===== src/rtl/pc_gen.sv =====
// pc_gen: next-PC selection with exception capture and a circular return-address stack.
module pc_gen #(
  parameter int          WIDTH     = 32,
  parameter logic [31:0] RESET_VEC = 32'h0000_0000,
  parameter logic [31:0] EXC_VEC   = 32'h0000_0180,
  parameter int          RAS_DEPTH = 4
) (
  input  logic             clk,
  input  logic             reset,
  input  logic             stall,
  input  logic             exc,
  input  logic             jr,
  input  logic             ret,
  input  logic             jump,
  input  logic             link,
  input  logic             pcsrc,
  input  logic [15:0]      imm,
  input  logic [25:0]      target,
  input  logic [WIDTH-1:0] rs_val,
  output logic [WIDTH-1:0] pc,
  output logic [WIDTH-1:0] pc_plus4,
  output logic [WIDTH-1:0] epc,
  output logic             ras_empty,
  output logic             ras_full,
  output logic             ras_ovf,
  output logic             ras_unf
);
  localparam int AW = $clog2(RAS_DEPTH);
  logic [WIDTH-1:0] stk [RAS_DEPTH];
  logic [AW-1:0]    wp;
  logic [AW:0]      cnt;
  logic [WIDTH-1:0] jt, bt, rt, top;
  logic             push, pop;
  assign pc_plus4  = pc + WIDTH'(4);
  assign ras_empty = cnt == '0;
  assign ras_full  = cnt == (AW+1)'(RAS_DEPTH);
  always_comb begin
    jt        = pc_plus4;
    jt[27:0]  = {target, 2'b00};
    bt        = pc_plus4 + {{(WIDTH-18){imm[15]}}, imm, 2'b00};
    rt        = rs_val & ~WIDTH'(3);
    top       = stk[wp - AW'(1)];
    push      = !exc && !stall && !jr && !ret && jump && link;
    pop       = !exc && !stall && !jr && ret && !ras_empty;
  end
  // wp is the next write slot; when full it also points at the oldest entry
  always_ff @(posedge clk or posedge reset) begin
    if (reset) begin
      pc      <= WIDTH'(RESET_VEC);
      epc     <= '0;
      wp      <= '0;
      cnt     <= '0;
      ras_ovf <= 1'b0;
      ras_unf <= 1'b0;
    end else begin
      ras_unf <= 1'b0;
      if (exc) begin
        pc  <= WIDTH'(EXC_VEC);
        epc <= pc;
      end else if (!stall) begin
        pc      <= jr ? rt : ret ? (ras_empty ? rt : top) : jump ? jt : pcsrc ? bt : pc_plus4;
        ras_unf <= !jr && ret && ras_empty;
        if (push) begin
          wp      <= wp + AW'(1);
          cnt     <= ras_full ? cnt : cnt + (AW+1)'(1);
          ras_ovf <= ras_ovf | ras_full;
        end
        if (pop) begin
          wp  <= wp - AW'(1);
          cnt <= cnt - (AW+1)'(1);
        end
      end
    end
  end
  always_ff @(posedge clk) if (push) stk[wp] <= pc_plus4;
endmodule


===== config.mk =====
export PLATFORM = sky130hd
export DESIGN_NAME = pc_gen
export DESIGN_NICKNAME = d
export VERILOG_FILES = /design/src/rtl/pc_gen.sv
export SDC_FILE = /design/constraint.sdc
export NUM_CORES = 1
export LEC_CHECK = 0
export BUFFER_PORTS_ARGS = -buffer_cell sky130_fd_sc_hd__buf_2
export CAP_MARGIN = 30
export CORE_ASPECT_RATIO = 1.5
export CORE_MARGIN = 1
export CORE_UTILIZATION = 50
export CTS_CLUSTER_DIAMETER = 60
export DETAILED_ROUTE_END_ITERATION = 8
export PLACE_DENSITY = 0.75
export SLEW_MARGIN = 20
export SYNTH_ARGS = -nofsm -noshare
export SYNTH_HDL_FRONTEND = slang
export SYNTH_SLANG_ARGS = --single-unit

===== constraint.sdc =====
create_clock -name clk -period 3.5 [get_ports clk]
set_clock_uncertainty 0.1 [all_clocks]
set_input_delay 0.175 -clock clk [delete_from_list [all_inputs] [get_ports clk]]
set_output_delay 0.175 -clock clk [all_outputs]
set_load 0.1 [all_outputs]

======== Yosys cells after proc, flatten, opt, wreduce, memory -nomap -nowiden ========
Memories as Yosys holds them, arrays and structs flattened.
Cells that the tools add are included.
storage, ports and cells
  flip-flop bits (word level) ............. 71
  bits in latches ......................... 0
  RAM bits ................................ 128
  ROM bits ................................ 0
  bits of input ports ..................... 83
  output and inout port bits .............. 100
  word-level logic and storage cells ...... 54
  memories kept ........................... 1
memory list
  memory  depth  bits a word  rd ports  clocked after memory_dff  wr ports  line  RTL
  stk     4      32           1         0                         1         29    logic [WIDTH-1:0] stk [RAS_DEPTH];
cells by class
  add/sub/neg operators ................... 6
  $mul .................................... 0
  divide/modulo/power cells ............... 0
  $lt $le $gt $ge ......................... 0
  eq/ne operators ......................... 3
  shift operators ......................... 0
  multiplexer cells ....................... 16
  bitwise gates (word level) .............. 3
  reduce and logical (&&, ||, !) cells .... 19
operators with widths
  cell                                                    count
  2-to-1 mux 32 bit                                       7
  adder 32 x 3 -> 32 bit (second input constant)          1
  adder 32 bit                                            1
  logical AND 1 bit                                       9
  2-to-1 mux 3 bit                                        3
  AND reduction 3 bit                                     2
  zero test 1 bit                                         5
  2-to-1 mux 1 bit                                        4
  2-to-1 mux 2 bit                                        2
  inequality test 2 x 1 -> 1 bit (second input constant)  2
  AND reduction 4 bit                                     1
  adder 3 x 1 -> 3 bit (second input constant)            1
  equality test 3 bit (second input constant)             1
  zero test 3 bit                                         1
  subtractor 3 x 1 -> 3 bit (second input constant)       1
  adder 2 x 1 -> 2 bit (second input constant)            1
  NOT 1 bit                                               2
  nonzero test 2 bit                                      1
  subtractor 2 x 1 -> 2 bit (second input constant)       1
  OR 1 bit                                                1

======== Logic depth before layout (Yosys ltp) ========
  depth in word-level cells ............... 8
  depth in mapped cells ................... 16
  depth with buffers taken out ............ 15

======== Worst setup path before layout ========
OpenSTA, ideal clock, no wires.
  kind .................................... flip-flop to flip-flop
  start ................................... reg pc[2]
  end ..................................... reg pc[27]
  library setup time ...................... 133 ps
  arrival time ............................ 5874 ps
  required time ........................... 3267 ps
  setup slack ............................. -2607 ps
  cell stages (with the launch flop) ...... 15
  path buffers ............................ 0
  period minus slack after synthesis ...... 6107 ps
  cells stage by stage .................... dfrtp_1 -> ha_1 -> nand3_1 -> nor4_4 -> nand4_1 -> xnor2_1 -> ha_1 -> and4_1 -> and3_1 -> a22oi_2 -> o31a_1 -> a311oi_1 -> or4_1 -> a21oi_1 -> o21ai_0
between the ends
  word-level cells in the longest chain between the ends .. 8
RTL lines
  element                         line  RTL
  start, declared                 20    output logic [WIDTH-1:0] pc,
  start signal, assigned          49    pc <= WIDTH'(RESET_VEC);
  start signal, assigned          58    pc <= WIDTH'(EXC_VEC);
  start signal, assigned          61    pc <= jr ? rt : ret ? (ras_empty ? rt : top) : jump ? jt : pcsrc ? bt : pc_plus4;
  adder 32 x 3 -> 32 bit          34    assign pc_plus4 = pc + WIDTH'(4);
  named net pc_plus4[18]          21    output logic [WIDTH-1:0] pc_plus4,
  adder 32 bit                    40    bt = pc_plus4 + {{(WIDTH-18){imm[15]}}, imm, 2'b00};
  2-to-1 mux 32 bit (4 in a row)  61
  2-to-1 mux 32 bit               60    end else if (!stall) begin
  2-to-1 mux 32 bit               57    if (exc) begin
The timed path passes the listed nets, and every way through them passes these cells. The select of a mux whose other input is x is not followed.
A chain may end at the register's enable or synchronous reset.

======== Worst setup path in the final report ========
  start ................................... reg pc[3]
  end ..................................... reg pc[31]
between the ends
  word-level cells in the longest chain between the ends .. 8
RTL lines
  element                             line
  adder 32 x 3 -> 32 bit (*)          34
  adder 32 bit                        40
  2-to-1 mux 32 bit                   61
  2-to-1 mux 32 bit (*) (3 in a row)  61
  2-to-1 mux 32 bit (*)               60
  2-to-1 mux 32 bit (*)               57
Mark *: on every way between the ends. The rest lies on a longest branch, timed or not. The select of a mux whose other input is x is not followed.

==> metrics.txt <==
outcome complete, but fails checks; failing checks setup timing; sequential area share after synthesis 0.519; syn_area_per_cell 12.1 µm²; total die area 22200 µm²; leakage power 0.00651 µW; Comb power frac 0.474; clock share of power 0.225; clk sinks 199; Clk pin slew, worst setup/hold paths 0.08 ns; MaxCap Viol Count 0; min Tclk post-route 3.59 ns; Worst Reg-to-Reg Cells 18; critical path class reg2reg; RSZ-0062 raised after global routing yes; crit path to pc[31]; crit path cell chain buf_6 > nand4_4 > nor4_4 > buf_6 > buf_6 > nand2_4 > nor2_4 > buf_6 > xor2_4 > ha_4 > nand4_1 > nor3_4 > and2_4 > nand2_2 > a311o_1 > a31oi_1 > o21ai_1 > a31o_1; placed inst area ~14000 µm²; power per cell area between 600 and 700 nW/µm²; # IOs around 180; worst reg2reg startpoint pc[3]; Routed Antenna Nets 0; Slowest-stage cell, CP dfrtp_2; fin nets 1379; Internal Power 5330 µW; Sw Share 0.431; Total GRT Usage 0.350; sw power 4040 µW; sequential power share 0.301; routed via count 9593; post-DP HPWL 27200 µm; largest net degree at the start of global routing 44; count leader, synth edfxtp_1; mapped cell area 10800 µm²; Worst Setup End Kind register; Final setup viols 4; PnR worst setup slack -0.0882 ns; critical path startpoint category register; ranking of synthesized cells by area edfxtp_1, dfrtp_1, mux4_2, ha_1, mux2_2; Post-synth EDFFs 128; relative slew slack 0.412; chip height 182 µm; share of the synthesized area in the top cell type 0.355; final wirelength 37800 µm; critical path arrival 3.83 ns; Yosys reg bits 199; FP Rows between 60 and 70; Initial DRC Count 809; Worst R2R End pc[31]; initial core utilization 0.512; CTS H-tree lvls 4; drt wl/cell 24.6 µm; total CTS buffers 17; Hold Vio Cnt, Final 0; Clock Latency Late Sink 0.45 ns; DR pass1 iterations 8; Post-Syn Instances 897; worst vdd ir 519 µV; crit path launch pc[3]; chip width 122 µm; fill cell count 1515; share of cells above drive strength 1 0.451; synth unique cells 76; CP max FO 4; Hold Crit Class in2reg; CTS Buffer Depth 2; first-pass GRT wire length 55800 µm; Async SR Flop Fraction 0.357; synthesized net count 1022; Area Overhead vs Synth 39.8%; max incr delay on CP a little over 0.4 ns; ys flop type edfxtp_1; # DRC 0; Pins Over Slew Limit 0; Port Buf Inserts 180; vias in the first global route 9705; initial antenna violation count 0; Syn. warnings 0; Tcrit/Tclk final 1.03; fmax 0.279 GHz; WP data required 3.74 ns; hold_ws 0.0183 ns; CTS tree built; Post-synth top cells edfxtp_1, nand2_1, dfrtp_1; Worst-Margin Slew 0.879 ns; root buf cell clkbuf_16; vias per cell approximately 6.2; Final GP Congestion 0.981; Design Area, Final between 15000 and 20000 µm²; FF-to-FF setup slack -0.09 ns; grt total ovfl 0; Most common cell on crit path buf_6; Core Region 21100 µm²; Yosys top cell by area edfxtp_1; n_diodes 0
-- how the worst min path moves through the flow --
stage | cells past startpoint | end | slack (ns) | from
after floorplan | 2 | pc[20] | 0.20 | rs_val[20]
after global placement | 2 | epc[27] | 0.24 | reset
after detailed placement | 2 | epc[27] | 0.24 | reset
after CTS | 5 | pc[9] | 0.00009 | rs_val[9]
after global routing | 3 | pc[29] | 0.02 | rs_val[29]
final | 5 | pc[9] | 0.02 | rs_val[9]
-- cell usage in the layout (no fill, tap or decap), types with 6 or more instances in the layout --
master	instances
and2_1	6
nand4_1	6
clkbuf_16	19
ha_1	25
and3_1	10
buf_2	180
mux2i_1	14
o211ai_1	8
inv_1	22
a22oi_1	10
mux2_2	32
dfrtp_1	50
buf_4	162
and4_1	7
xnor2_4	17
o21ai_1	11
a222oi_1	10
xnor2_2	6
buf_6	8
ha_4	15
a21oi_1	44
or3_1	6
dfrtp_2	21
nor3_1	7
nand2_1	67
xnor2_1	9
nor2_1	54
edfxtp_1	128
o21ai_0	47
mux4_2	32
dlygate4sd3_1	29
xor2_1	10
a221oi_1	7
xor2_4	6
a31oi_1	15
nand3_1	17
a21o_1	6
-- metal layers --
metal / track usage / wire [µm] / vias up
li1: - / - / 4183
met1: 0.382 / 13000 / 4682
met2: 0.590 / 19000 / 574
met3: 0.0753 / 2820 / 154
met4: 0.258 / 2910 / 0
met5: 0 / 0 / -
-- logic make-up after synthesis --
group	count (synthesis)	share of synthesized area
and+or+nand+nor	231	0.109
AOI/OAI and AO/OA	229	0.142
DFF	199	0.519
muxes	79	0.114
buffers and inverters	68	0.0257
xor gates and xnor gates	49	0.0404
adders and majority gates	42	0.0500
-- power by group through the flow --
stage	sequential, µW	clock [µW]	combinational (µW)
after global routing	2830	2210	4660
after global placement	2850	0	4190
after CTS	2820	2140	4350
after detailed placement	2860	0	4240
final	2820	2110	4440
after floorplan	3680	0	2210
-- what timing repair did --
item | CTS | global route
endpoints found under the setup margin | 12 | 14
pin swaps | 29 | 22
buffers inserted | 12 | 5
hold endpoints to repair | 63 | 0
gates resized for setup | 37 | 38
hold buffers | 29 | 0
-- metrics by stage --
stage / utilization / instances / worst slack (ns) / setup TNS [ns] / power (µW)
final: 0.715 / 1535 / -0.0882 / -0.174 / 9370
after global routing: 0.715 / 1535 / -0.221 / -1.37 / 9700
after CTS: 0.706 / 1530 / -0.119 / -0.335 / 9300
after detailed placement: 0.647 / 1457 / -0.258 / -1.07 / 7100
after global placement: 0.647 / 1457 / -0.141 / -0.332 / 7040
after floorplan: - / 897 / -1.03 / -15.83 / 5880
-- worst max-delay path: cells and delay by family (launching register included) --
family	cells	cell delay, ns
xor+xnor	1	0.08
compound gates	4	0.85
fa+ha+maj	1	0.28
simple gates	8	1.21
flops	1	0.41
buf+inv	4	0.53
-- state kept, by name, summed over array words and instances (netlist names) --
name	flops
cnt	3
ras_unf	1
epc	32
pc	32
wp	2
ras_ovf	1
stk	128
-- cell type report --
class / count / area, µm² / area share
multi-input combinational: 630 / 5880 / 0.389
sequential: 199 / 5650 / 0.373
timing repair buffer: 380 / 2520 / 0.166
clock buffer: 21 / 503 / 0.0333
tap: 268 / 335 / 0.0222
clock inverter: 11 / 144 / 0.00952
inverter: 26 / 98.8 / 0.00654
Note: power is estimated with default switching activity, not from simulation.
